## src/rtl/neopixel_chain.sv

```systemverilog
// rtl/neopixel_chain.sv - WS2812/SK6812 chain driver: fetch, serialise and latch one frame
//
// Purpose: on start_tx, reads NBR_PIXELS words from a pixel store with 1-cycle read
// latency, shifts each word out MSB-first as one gap-free frame with programmable bit
// timing, then holds dout low for the latch period and pulses done.
//
// Ports:
//   clk_16MHz  system clock
//   reset      synchronous, active-high
//   start_tx   frame request, honoured only when idle
//   rd_en      pixel store read strobe (single-cycle)
//   rd_addr    pixel index being read
//   rd_data    pixel word, valid the cycle after rd_en
//   dout       serial LED data
//   busy       frame in progress (fetch, send or latch)
//   done       one-cycle pulse after the latch period
module neopixel_chain #(
   parameter int NBR_PIXELS     = 8,
   parameter int BITS_PER_PIXEL = 24,
   parameter int ADDR_W         = 8,
   parameter int T0H            = 6,
   parameter int T1H            = 11,
   parameter int T_BIT          = 20,
   parameter int T_LATCH        = 1280
) (
   input  logic                      clk_16MHz,
   input  logic                      reset,
   input  logic                      start_tx,
   output logic                      rd_en,
   output logic [ADDR_W-1:0]         rd_addr,
   input  logic [BITS_PER_PIXEL-1:0] rd_data,
   output logic                      dout,
   output logic                      busy,
   output logic                      done
);

   localparam int CYC_W = (T_BIT > 2)          ? $clog2(T_BIT)          : 1;
   localparam int BIT_W = (BITS_PER_PIXEL > 2) ? $clog2(BITS_PER_PIXEL) : 1;
   localparam int LAT_W = (T_LATCH > 2)        ? $clog2(T_LATCH)        : 1;

   localparam logic [CYC_W-1:0]  CYC_LAST = CYC_W'(T_BIT - 1);
   localparam logic [CYC_W-1:0]  CYC_T0H  = CYC_W'(T0H);
   localparam logic [CYC_W-1:0]  CYC_T1H  = CYC_W'(T1H);
   localparam logic [BIT_W-1:0]  BIT_LAST = BIT_W'(BITS_PER_PIXEL - 1);
   localparam logic [ADDR_W-1:0] PIX_LAST = ADDR_W'(NBR_PIXELS - 1);
   localparam logic [LAT_W-1:0]  LAT_LAST = LAT_W'(T_LATCH - 1);

   typedef enum logic [2:0] {
      S_IDLE,
      S_FETCH,
      S_LOAD,
      S_SEND,
      S_LATCH
   } state_t;

   state_t                    state;
   state_t                    state_nxt;
   logic [BITS_PER_PIXEL-1:0] shift_reg;
   logic [BITS_PER_PIXEL-1:0] hold_reg;
   logic [CYC_W-1:0]          cyc_cnt;
   logic [BIT_W-1:0]          bit_cnt;
   logic [ADDR_W-1:0]         pix_cnt;
   logic [LAT_W-1:0]          lat_cnt;
   logic                      cap_pend;
   logic                      done_r;
   logic                      bit_end;
   logic                      pix_end;

   always_ff @(posedge clk_16MHz) begin
      if (reset) begin
         state <= S_IDLE;
      end else begin
         state <= state_nxt;
      end
   end

   always_comb begin
      state_nxt = state;
      rd_en     = 1'b0;
      rd_addr   = '0;
      dout      = 1'b0;
      busy      = 1'b0;
      bit_end   = (cyc_cnt == CYC_LAST);
      pix_end   = bit_end && (bit_cnt == BIT_LAST);
      case (state)
         S_IDLE: begin
            // done_r blocks the request on the done cycle itself, so a held
            // start_tx re-triggers one cycle later.
            if (start_tx && !done_r) begin
               state_nxt = S_FETCH;
            end
         end
         S_FETCH: begin
            busy      = 1'b1;
            rd_en     = 1'b1;
            state_nxt = S_LOAD;
         end
         S_LOAD: begin
            busy      = 1'b1;
            state_nxt = S_SEND;
         end
         S_SEND: begin
            busy = 1'b1;
            dout = (cyc_cnt < (shift_reg[BITS_PER_PIXEL-1] ? CYC_T1H : CYC_T0H));
            // Prefetch the next pixel at the start of this pixel's first bit so
            // the word is waiting in hold_reg well before the pixel boundary.
            if ((cyc_cnt == '0) && (bit_cnt == '0) && (pix_cnt != PIX_LAST)) begin
               rd_en   = 1'b1;
               rd_addr = pix_cnt + ADDR_W'(1);
            end
            if (pix_end && (pix_cnt == PIX_LAST)) begin
               state_nxt = S_LATCH;
            end
         end
         S_LATCH: begin
            busy = 1'b1;
            if (lat_cnt == LAT_LAST) begin
               state_nxt = S_IDLE;
            end
         end
         default: state_nxt = S_IDLE;
      endcase
   end

   assign done = done_r;

   always_ff @(posedge clk_16MHz) begin
      if (reset) begin
         shift_reg <= '0;
         hold_reg  <= '0;
         cyc_cnt   <= '0;
         bit_cnt   <= '0;
         pix_cnt   <= '0;
         lat_cnt   <= '0;
         cap_pend  <= 1'b0;
         done_r    <= 1'b0;
      end else begin
         done_r   <= (state == S_LATCH) && (lat_cnt == LAT_LAST);
         cap_pend <= (state == S_SEND) && rd_en;
         if (cap_pend) begin
            hold_reg <= rd_data;
         end
         case (state)
            S_LOAD: begin
               shift_reg <= rd_data;
               cyc_cnt   <= '0;
               bit_cnt   <= '0;
               pix_cnt   <= '0;
            end
            S_SEND: begin
               lat_cnt <= '0;
               if (bit_end) begin
                  cyc_cnt <= '0;
                  if (bit_cnt == BIT_LAST) begin
                     bit_cnt <= '0;
                     if (pix_cnt != PIX_LAST) begin
                        pix_cnt   <= pix_cnt + ADDR_W'(1);
                        shift_reg <= hold_reg;
                     end
                  end else begin
                     bit_cnt   <= bit_cnt + BIT_W'(1);
                     shift_reg <= shift_reg << 1;
                  end
               end else begin
                  cyc_cnt <= cyc_cnt + CYC_W'(1);
               end
            end
            S_LATCH: begin
               lat_cnt <= lat_cnt + LAT_W'(1);
            end
            default: ;
         endcase
      end
   end

endmodule

```

## config.mk

```make
export PLATFORM = sky130hd
export DESIGN_NAME = neopixel_chain
export DESIGN_NICKNAME = d
export VERILOG_FILES = /design/src/rtl/neopixel_chain.sv
export SDC_FILE = /design/constraint.sdc
export NUM_CORES = 1
export LEC_CHECK = 0
export ABC_CLOCK_PERIOD_IN_PS = 3600
export CAP_MARGIN = 30
export CORE_MARGIN = 3
export CORE_UTILIZATION = 25
export CTS_CLUSTER_SIZE = 8
export DETAILED_ROUTE_END_ITERATION = 8
export PLACE_DENSITY = 0.47
export SLEW_MARGIN = 20
export SYNTH_ARGS = -nofsm -noshare
export SYNTH_HDL_FRONTEND = slang
export SYNTH_SLANG_ARGS = --single-unit
```

## constraint.sdc

```tcl
create_clock -name clk_16MHz -period 3.6 [get_ports clk_16MHz]
set_input_delay 0.72 -clock clk_16MHz [delete_from_list [all_inputs] [get_ports clk_16MHz]]
set_output_delay 0.72 -clock clk_16MHz [all_outputs]
set_load 0.05 [all_outputs]
```

# --- Word level (Yosys, flattened, before mapping) ---
# Index checks and enable logic that the tools add are counted.
op_classes:
  add_sub_neg: 4
  n_mul: 0
  n_div: 0
  order_cmp: 1
  eq_ne: 16
  n_shift: 0
  mux: 25
  n_bitwise: 0
  n_reduce_logical: 18
ops:
  columns: ["op", "n"]
  rows:
  - ["24-bit 2-to-1 mux", 3]
  - ["24-bit one-hot mux with 2 select lines", 1]
  - ["8-bit 2-to-1 mux", 5]
  - ["11-bit one-hot mux with 2 select lines", 1]
  - ["5-bit one-hot mux with 2 select lines", 2]
  - ["8-bit one-hot mux with 2 select lines", 1]
  - ["5-bit 2-to-1 mux", 3]
  - ["3-bit one-hot mux with 5 select lines", 1]
  - ["11-bit by 1-bit adder with 11-bit output, second input constant", 1]
  - ["11-bit == test, second input constant", 1]
  - ["5-bit by 1-bit adder with 5-bit output, second input constant", 2]
  - ["5-bit == test, second input constant", 2]
  - ["5-bit zero test", 2]
  - ["2-bit inequality test, second input constant", 5]
  - ["3-bit 2-to-1 mux", 3]
  - ["8-bit by 1-bit adder with 8-bit output, second input constant", 1]
  - ["8-bit by 3-bit == test with 1-bit output, second input constant", 1]
  - ["8-bit by 3-bit inequality test with 1-bit output, second input constant", 1]
  - ["1-bit logical AND", 7]
  - ["3-bit by 2-bit == test with 1-bit output, second input constant", 2]
  - ["3-bit AND reduction", 2]
  - ["5-bit by 4-bit < comparator with 1-bit output", 1]
  - ["4-bit 2-to-1 mux", 1]
  - ["4-bit AND reduction", 1]
  - ["other kinds (11)", 14]
totals:
  regBits: 82
  latch_bits: 0
  ramBits: 0
  rom_bits: 0
  input_bits: 27
  output_inout_bits: 12
  word_cells: 73
  memories: 0

# --- Depth between registers and ports, before layout ---
# Gate-level depths: netlist (run 1).
logic_depth:
  word_depth: 6
  ltp_mapped: 9
  ltp_nobuf: 6

# --- Worst setup path before layout (run 1) ---
# No wires, ideal clock.
synth_path:
  path_kind: "register to output"
  from: "register pix_cnt[0]"
  to: "output rd_addr[6]"
  t_arrival_ns: 2.135
  t_required_ns: 2.880
  slack_ns: 0.745
  path_stages_with_launch: 7
  n_path_buf: 1
  path_cell_list: "dfxtp_1 ha_1 nand2_1 or3_1 clkbuf_1 nand4_1 a21oi_1"
synth_via:
  elab_chain_len: 4
  elab_cells_between_ends: 5
  classes_between: "1 x add/sub; 1 x eq/ne; 2 x mux; 1 x reduce/logical"
synth_lines:
  columns: ["item", "line_no", "source"]
  rows:
  - ["start: declaration", "62", "logic [ADDR_W-1:0] pix_cnt;"]
  - ["start signal: assignment", "157", "pix_cnt <= pix_cnt + ADDR_W'(1);"]
  - ["branches (longest 2 deep; another with 8-bit by 1-bit adder with 8-bit output)", null, null]
  - ["8-bit 2-to-1 mux (*)", "107", "if ((cyc_cnt == '0) && (bit_cnt == '0) && (pix_cnt != PIX_LAST)) begin"]
  - ["8-bit 2-to-1 mux (*)", "85", "case (state)"]
  - ["end: declaration", "30", "output logic [ADDR_W-1:0] rd_addr,"]
# Mark *: on every way between the ends.

# --- Worst setup path in the final report (run 1) ---
layout_path:
  from: "register pix_cnt[3]"
  to: "output rd_en"
layout_via:
  elab_chain_len: 4
layout_lines:
  columns: ["item", "line_no", "source"]
  rows:
  - ["8-bit by 3-bit inequality test with 1-bit output", "107", null]
  - ["1-bit logical AND", "107", null]
  - ["1-bit 2-to-1 mux", "107", null]
  - ["1-bit one-hot mux with 2 select lines", "85", null]
  - ["end: declaration", "29", "output logic rd_en,"]
# Every way passes these cells.

==> results of run 1 <==
[cells in the mapped netlist (all sizes together) (5+ instances only)]
cell type  number
nor2           85
clkbuf         23
ha              8
a31oi          29
o21ai          13
dfxtp          82
xnor2           5
nand3          12
nand2          70
mux2i          24
nand4           6
nor3           11
a21oi          29
inv             9
a22o           24
buf            11
[stage by stage]
step                std cells  utilization (%)  hold WS [ps]  power (mW)  cell area (um2)
floorplan                 494                -           442        1.08             4000
global placement          721             30.2           459        1.16             4660
detailed placement        721             30.2           462        1.16             4660
CTS                       737             32.2           478        2.13             4970
global route              737             32.2           504        2.19             4970
finish                    737             32.2           478        2.10             4970
[worst register-to-register path: cells and delay by family, from the launching register on]
kind	cells	cell delay, ps
AO/OA/AOI/OAI	3	840
AND/OR/NAND/NOR	2	500
flip-flops	1	350
adder cells (fa/ha/maj)	1	280
buffers and inverters	1	200
[routing by layer]
| metal | routed length [um] | vias up | global-route usage (%) |
|---|---|---|---|
| met5 | 0 | - | 0 |
| met4 | 130 | 0 | 3.70 |
| met3 | 464 | 11 | 4.11 |
| met2 | 4560 | 79 | 19.3 |
| met1 | 5270 | 1674 | 16.3 |
| li1 | - | 1809 | - |
[path summary, 6_finish.rpt]
path	startpoint	slack [ps]	to	cells past startpoint
max reg2reg	cyc_cnt[0]	1320	shift_reg[22]	7
min reg2reg	shift_reg[8]	480	shift_reg[8]	1
min	shift_reg[8]	480	shift_reg[8]	1
max	pix_cnt[3]	310	rd_en	5
[power by group through the flow]
| stage | clock (mW) | combinational, mW | sequential, mW |
|---|---|---|---|
| after floorplan | 0 | 0.123 | 0.960 |
| after CTS | 0.991 | 0.199 | 0.944 |
| final | 0.960 | 0.197 | 0.944 |
| after detailed placement | 0 | 0.197 | 0.965 |
| after global routing | 1.03 | 0.218 | 0.947 |
| after global placement | 0 | 0.197 | 0.964 |
[area by class of cell]
type                       instances  area [um2]  area share (%)
sequential                        82        1640            33.0
clock buffer                      10         239            4.81
timing repair buffer              50         553            11.1
clock inverter                     6        70.1            1.41
multi-input combinational        368        2170            43.6
inverter                          10        37.5           0.755
tap                              211         264            5.31
[kinds of logic after synthesis]
group                    count (synthesis)  share of synthesized area, %
multiplexers                            26                          6.58
AND/OR/NAND/NOR                        217                          25.1
adder cells (fa/ha/maj)                  8                          2.51
buffers and inverters                   44                          4.82
XOR/XNOR                                 6                          1.32
AO/OA/AOI/OAI                          111                          18.5
flip-flops                              82                          41.1
[placed cells by master (no fill, tap or decap), types with 5 or more instances in the layout]
master,count
mux2i_1,24
nor3_1,10
inv_1,9
o21ai_0,12
ha_1,8
buf_12,9
xnor2_1,5
a21oi_1,29
nand2_1,70
a31oi_1,28
clkbuf_16,9
a22o_1,24
nand4_1,6
nand3_1,12
nor2_1,83
dfxtp_1,82
clkdlybuf4s50_1,27
buf_4,13
==> metrics.cfg, run 1 <==
[detailed_routing]
ant_nets = 0
vias = 3573
drc = 0
routed_via_density = 4.85
firstDrtPassIters = 4
wl_mm = 10.4
first_iter_violations = 162
wire_per_inst_um = 14.2

[min_path]
hp-class = reg -> reg

[pwr]
p_int_mw = 1.58
peakVddDrop_mv = 0.219
p_leak_nw = 1.68
clkPwrFrac_pct = 45.7
pwr_density_cell_nw_per_um2 = 422
combPwrFrac_pct = 9.4
seqPwrFrac_pct = 44.9
power.switching_uw = 523
p_sw_share_pct = 24.9

[setup_path]
critPathArrivalTime_ps = 2570
path_buf_inv = 1
cp-start-kind = flop
endpoint_kind = primary output
required_ps = 2880
path_delay_family = simple AND/OR/NAND/NOR gates
slowest_stage = or4_4
worstSetupPathType = reg -> out
critPathMaxStageDelay_ps = 570
worstPathMaxFanout = 10
cp_cell_sequence = or4_4 -> or3_1 -> nand4_1 -> o31ai_1 -> buf_12

[clocking]
cts_buffer_depth = 2
clk_pin_slew_ps = 60
cts_resized = 0
clk_latency_ps = 340
cts_setup_buffers = 0
cts_tree = built
cts_hold_buf = 0
h-tree-depth = 3
cts.sink_count = 82
root_buffer = clkbuf_16
numCtsBuffers = 9

[global_route]
antenna_found_initial = 0
grt_max_degree = 37
grt_use_total_pct = 12.4
overflow = 0
grt_pass1_wl_mm = 17.9
grt_pass1_vias = 3664

[sta]
setup_tns_ps = 0
worst_pin_slew_ps = 768
post-route-period-util_pct = 91.4
fmax_ghz = 0.304
finClkSkew_ps = 11.3
maxSlewViolCount = 0
grt_setup_unrepaired = no
min_period_ps = 3290
relSlewSlack_pct = 48.8
finalSetupViolCount = 0
finalHoldViolations = 0
worst_slack_ps = 311

[job]
cap_violations = 0

[die]
start_util_pct = 25.9
ios = 39
dieArea_um2 = 17500
core_region_area_um2 = 15400
die_y_um = 132
die_x_um = 132
num_rows = 45

[synth]
synth-edff-count = 0
synthArstFlopShare_pct = 0
synthCells = 494
synth_nets = 529
synth_flop_cell = dfxtp_1
synth_top_area_share_pct = 41.1
syn_area_um2 = 4000
synth_cell_types = 56
synth_area_leaders = dfxtp_1 41%, nor2_1 7.9%, nand2_1 6.6%
synth-seq-cells = 82
synth_top_cell_by_area = dfxtp_1
syn_avg_cell_area_um2 = 8.09
ys_seq_area_share_pct = 41.1
yosys_warnings = 0

[cells_and_area]
drive_gt1_share_pct = 9.51
insertedDiodeCount = 0
area_growth_pct = 24.5
nets = 556
final.fill_count = 1678

[placed_design]
hpwl_mm = 6.77
io_buffers = 38
dp_slack_ps = 650
finalWeightedCongestion = 0.820

[status]
status = finished, final reports clean

(Power assumes the default switching activity.)
==> run 2: changes to the inputs <==
==> constraint.sdc (replaced) <==
create_clock -name clk_16MHz -period 3.6 [get_ports clk_16MHz]
set_input_delay 0.54 -clock clk_16MHz [delete_from_list [all_inputs] [get_ports clk_16MHz]]
set_output_delay 0.54 -clock clk_16MHz [all_outputs]
set_load 0.05 [all_outputs]
==> metrics.cfg, run 2 (synthesis results as in run 1) <==
[status]
status = finished, final reports clean

[clocking]
cts_buffer_depth = 2  ; unchanged
cts_hold_buf = 0  ; unchanged
clk_latency_ps = 340  ; about the same
clk_pin_slew_ps = 60  ; about the same
cts_tree = built
h-tree-depth = 3  ; unchanged
root_buffer = clkbuf_16
cts.sink_count = 82  ; unchanged
cts_setup_buffers = 0  ; unchanged
cts_resized = 0  ; unchanged
numCtsBuffers = 9  ; unchanged

[sta]
maxSlewViolCount = 0  ; unchanged
finalHoldViolations = 0  ; unchanged
worst_pin_slew_ps = 684  ; -84.1 ps
min_period_ps = 3080  ; -213 ps
grt_setup_unrepaired = no
post-route-period-util_pct = 85.4  ; -5.9 points
finClkSkew_ps = 5.97  ; -5.35 ps
fmax_ghz = 0.325  ; +6.9%
relSlewSlack_pct = 54.0  ; +5.2 points
setup_tns_ps = 0  ; unchanged
finalSetupViolCount = 0  ; unchanged

[pwr]
combPwrFrac_pct = 9.7  ; +0.3 points
peakVddDrop_mv = 0.228  ; +4.0%
seqPwrFrac_pct = 46.5  ; +1.6 points
p_sw_share_pct = 25.7  ; +0.81 points
finalPower_mw = 2.03  ; -3.4%
power.switching_uw = 521  ; -0.22%
pwr_density_cell_nw_per_um2 = 410  ; -3.0%
p_leak_nw = 1.67  ; -0.76%
clkPwrFrac_pct = 43.9  ; -1.8 points
p_int_mw = 1.51  ; -4.4%

[setup_path]
path_buf_inv = 1  ; unchanged
cp_cell_sequence = or4_4 -> or3_1 -> nand4_1 -> o31ai_1 -> buf_12
path_depth = 5  ; unchanged
reg2reg_depth = 6  ; -1
endpoint_kind = primary output
worstPathMaxFanout = 10  ; unchanged
worstSetupPathType = reg -> out
slowest_stage = or4_4
cp-start-kind = flop
required_ps = 3060  ; +180 ps
critPathArrivalTime_ps = 2540  ; -30 ps
critPathMaxStageDelay_ps = 570  ; about the same
path_delay_family = simple AND/OR/NAND/NOR gates

[detailed_routing]
wl_mm = 10.2  ; -2.3%
first_iter_violations = 177  ; +9.3%
drc = 0  ; unchanged
vias = 3605  ; +0.90%
routed_via_density = 4.89  ; +0.90%
firstDrtPassIters = 4  ; unchanged
wire_per_inst_um = 13.8  ; -2.3%
ant_nets = 0  ; unchanged

[global_route]
grt_max_degree = 36  ; -2.7%
grt.met1_usage_pct = 16.5  ; +0.21 points
grt_pass1_vias = 3505  ; -4.3%
grtUsageMet2_pct = 18.5  ; -0.82 points
antenna_found_initial = 0  ; unchanged
overflow = 0  ; unchanged
grt_busiest_layer = met2
grt_use_met3_pct = 3.54  ; -0.57 points
grt_use_total_pct = 12.1  ; -0.21 points
grt_pass1_wl_mm = 17.6  ; -1.4%

[die]
dieArea_um2 = 17500  ; unchanged
die_y_um = 132  ; unchanged
die_x_um = 132  ; unchanged
ios = 39  ; unchanged
start_util_pct = 25.9  ; unchanged
num_rows = 45  ; unchanged
core_region_area_um2 = 15400  ; unchanged

[placed_design]
hpwl_mm = 6.74  ; -0.53%
io_buffers = 38  ; unchanged
place_area_um2 = 4660  ; unchanged
finalWeightedCongestion = 0.792  ; -3.5%

[cells_and_area]
insertedDiodeCount = 0  ; unchanged
regArea_um2 = 1640  ; unchanged
drive_gt1_share_pct = 9.51  ; unchanged
stdcell_area_um2 = 4950  ; -0.40%
final_cell_mix = 83 x nor2_1, 82 x dfxtp_1, 70 x nand2_1
area_growth_pct = 24.0
nets = 556  ; unchanged
multi_input_area_um2 = 2170  ; unchanged
final.fill_count = 1688  ; +0.60%
mostFrequentLayoutCell = nor2_1

[job]
cap_violations = 0  ; unchanged

[min_path]
hp-class = reg -> reg
hold-path-cell-count = 1  ; unchanged

## run 2: worst paths after layout
path / from / end / slack, ps
min reg2reg: shift_reg[10] / shift_reg[10] / 480
min: shift_reg[10] / shift_reg[10] / 480
max: pix_cnt[3] / rd_en / 520
max reg2reg: bit_cnt[0] / pix_cnt[4] / 1290
## run 2: final cells by class
class,count,share of cell area [%]
multi-input cells,368,43.8
flip-flops and latches,82,33.1
repair buffers,50,11.2
well taps,211,5.33
clock buffers,10,4.82
clock inverters,6,1.01
inverters,10,0.758
## run 2: per-layer routing
| metal | share of wire [%] | wire (um) | up-vias |
|---|---|---|---|
| met1 | 50 | 5090 | 1716 |
| met3 | 4.8 | 489 | 6 |
| li1 | - | - | 1810 |
| met5 | 0 | 0 | - |
| met4 | 0.85 | 87 | 0 |
| met2 | 44 | 4530 | 73 |
## run 2: power groups by stage
stage | Combinational (mW) | Sequential (mW) | Clock [mW]
5_1_grt | 0.219 | 0.947 | 0.963
6_report | 0.196 | 0.944 | 0.890
4_1_cts | 0.198 | 0.944 | 0.926
2_1_floorplan | 0.123 | 0.960 | 0
3_5_place_dp | 0.197 | 0.965 | 0
3_3_place_gp | 0.197 | 0.964 | 0
## run 2: worst reg2reg max path: stages (launching register included)
cell and delay, ps:
dfxtp_1 410, ha_1 260, and4b_1 590, nand2_1 260, nor3_1 430, nand3b_1 120
a21oi_1 160
## run 2: stage by stage
stage / utilization [%] / hold WS (ps) / std cells / setup slack, ps
after global placement: 30.2 / 462 / 721 / 877
after detailed placement: 30.2 / 463 / 721 / 855
after floorplan: - / 442 / 494 / 925
after global routing: 32.1 / 489 / 737 / 373
final: 32.1 / 482 / 737 / 524
after CTS: 32.1 / 478 / 737 / 467
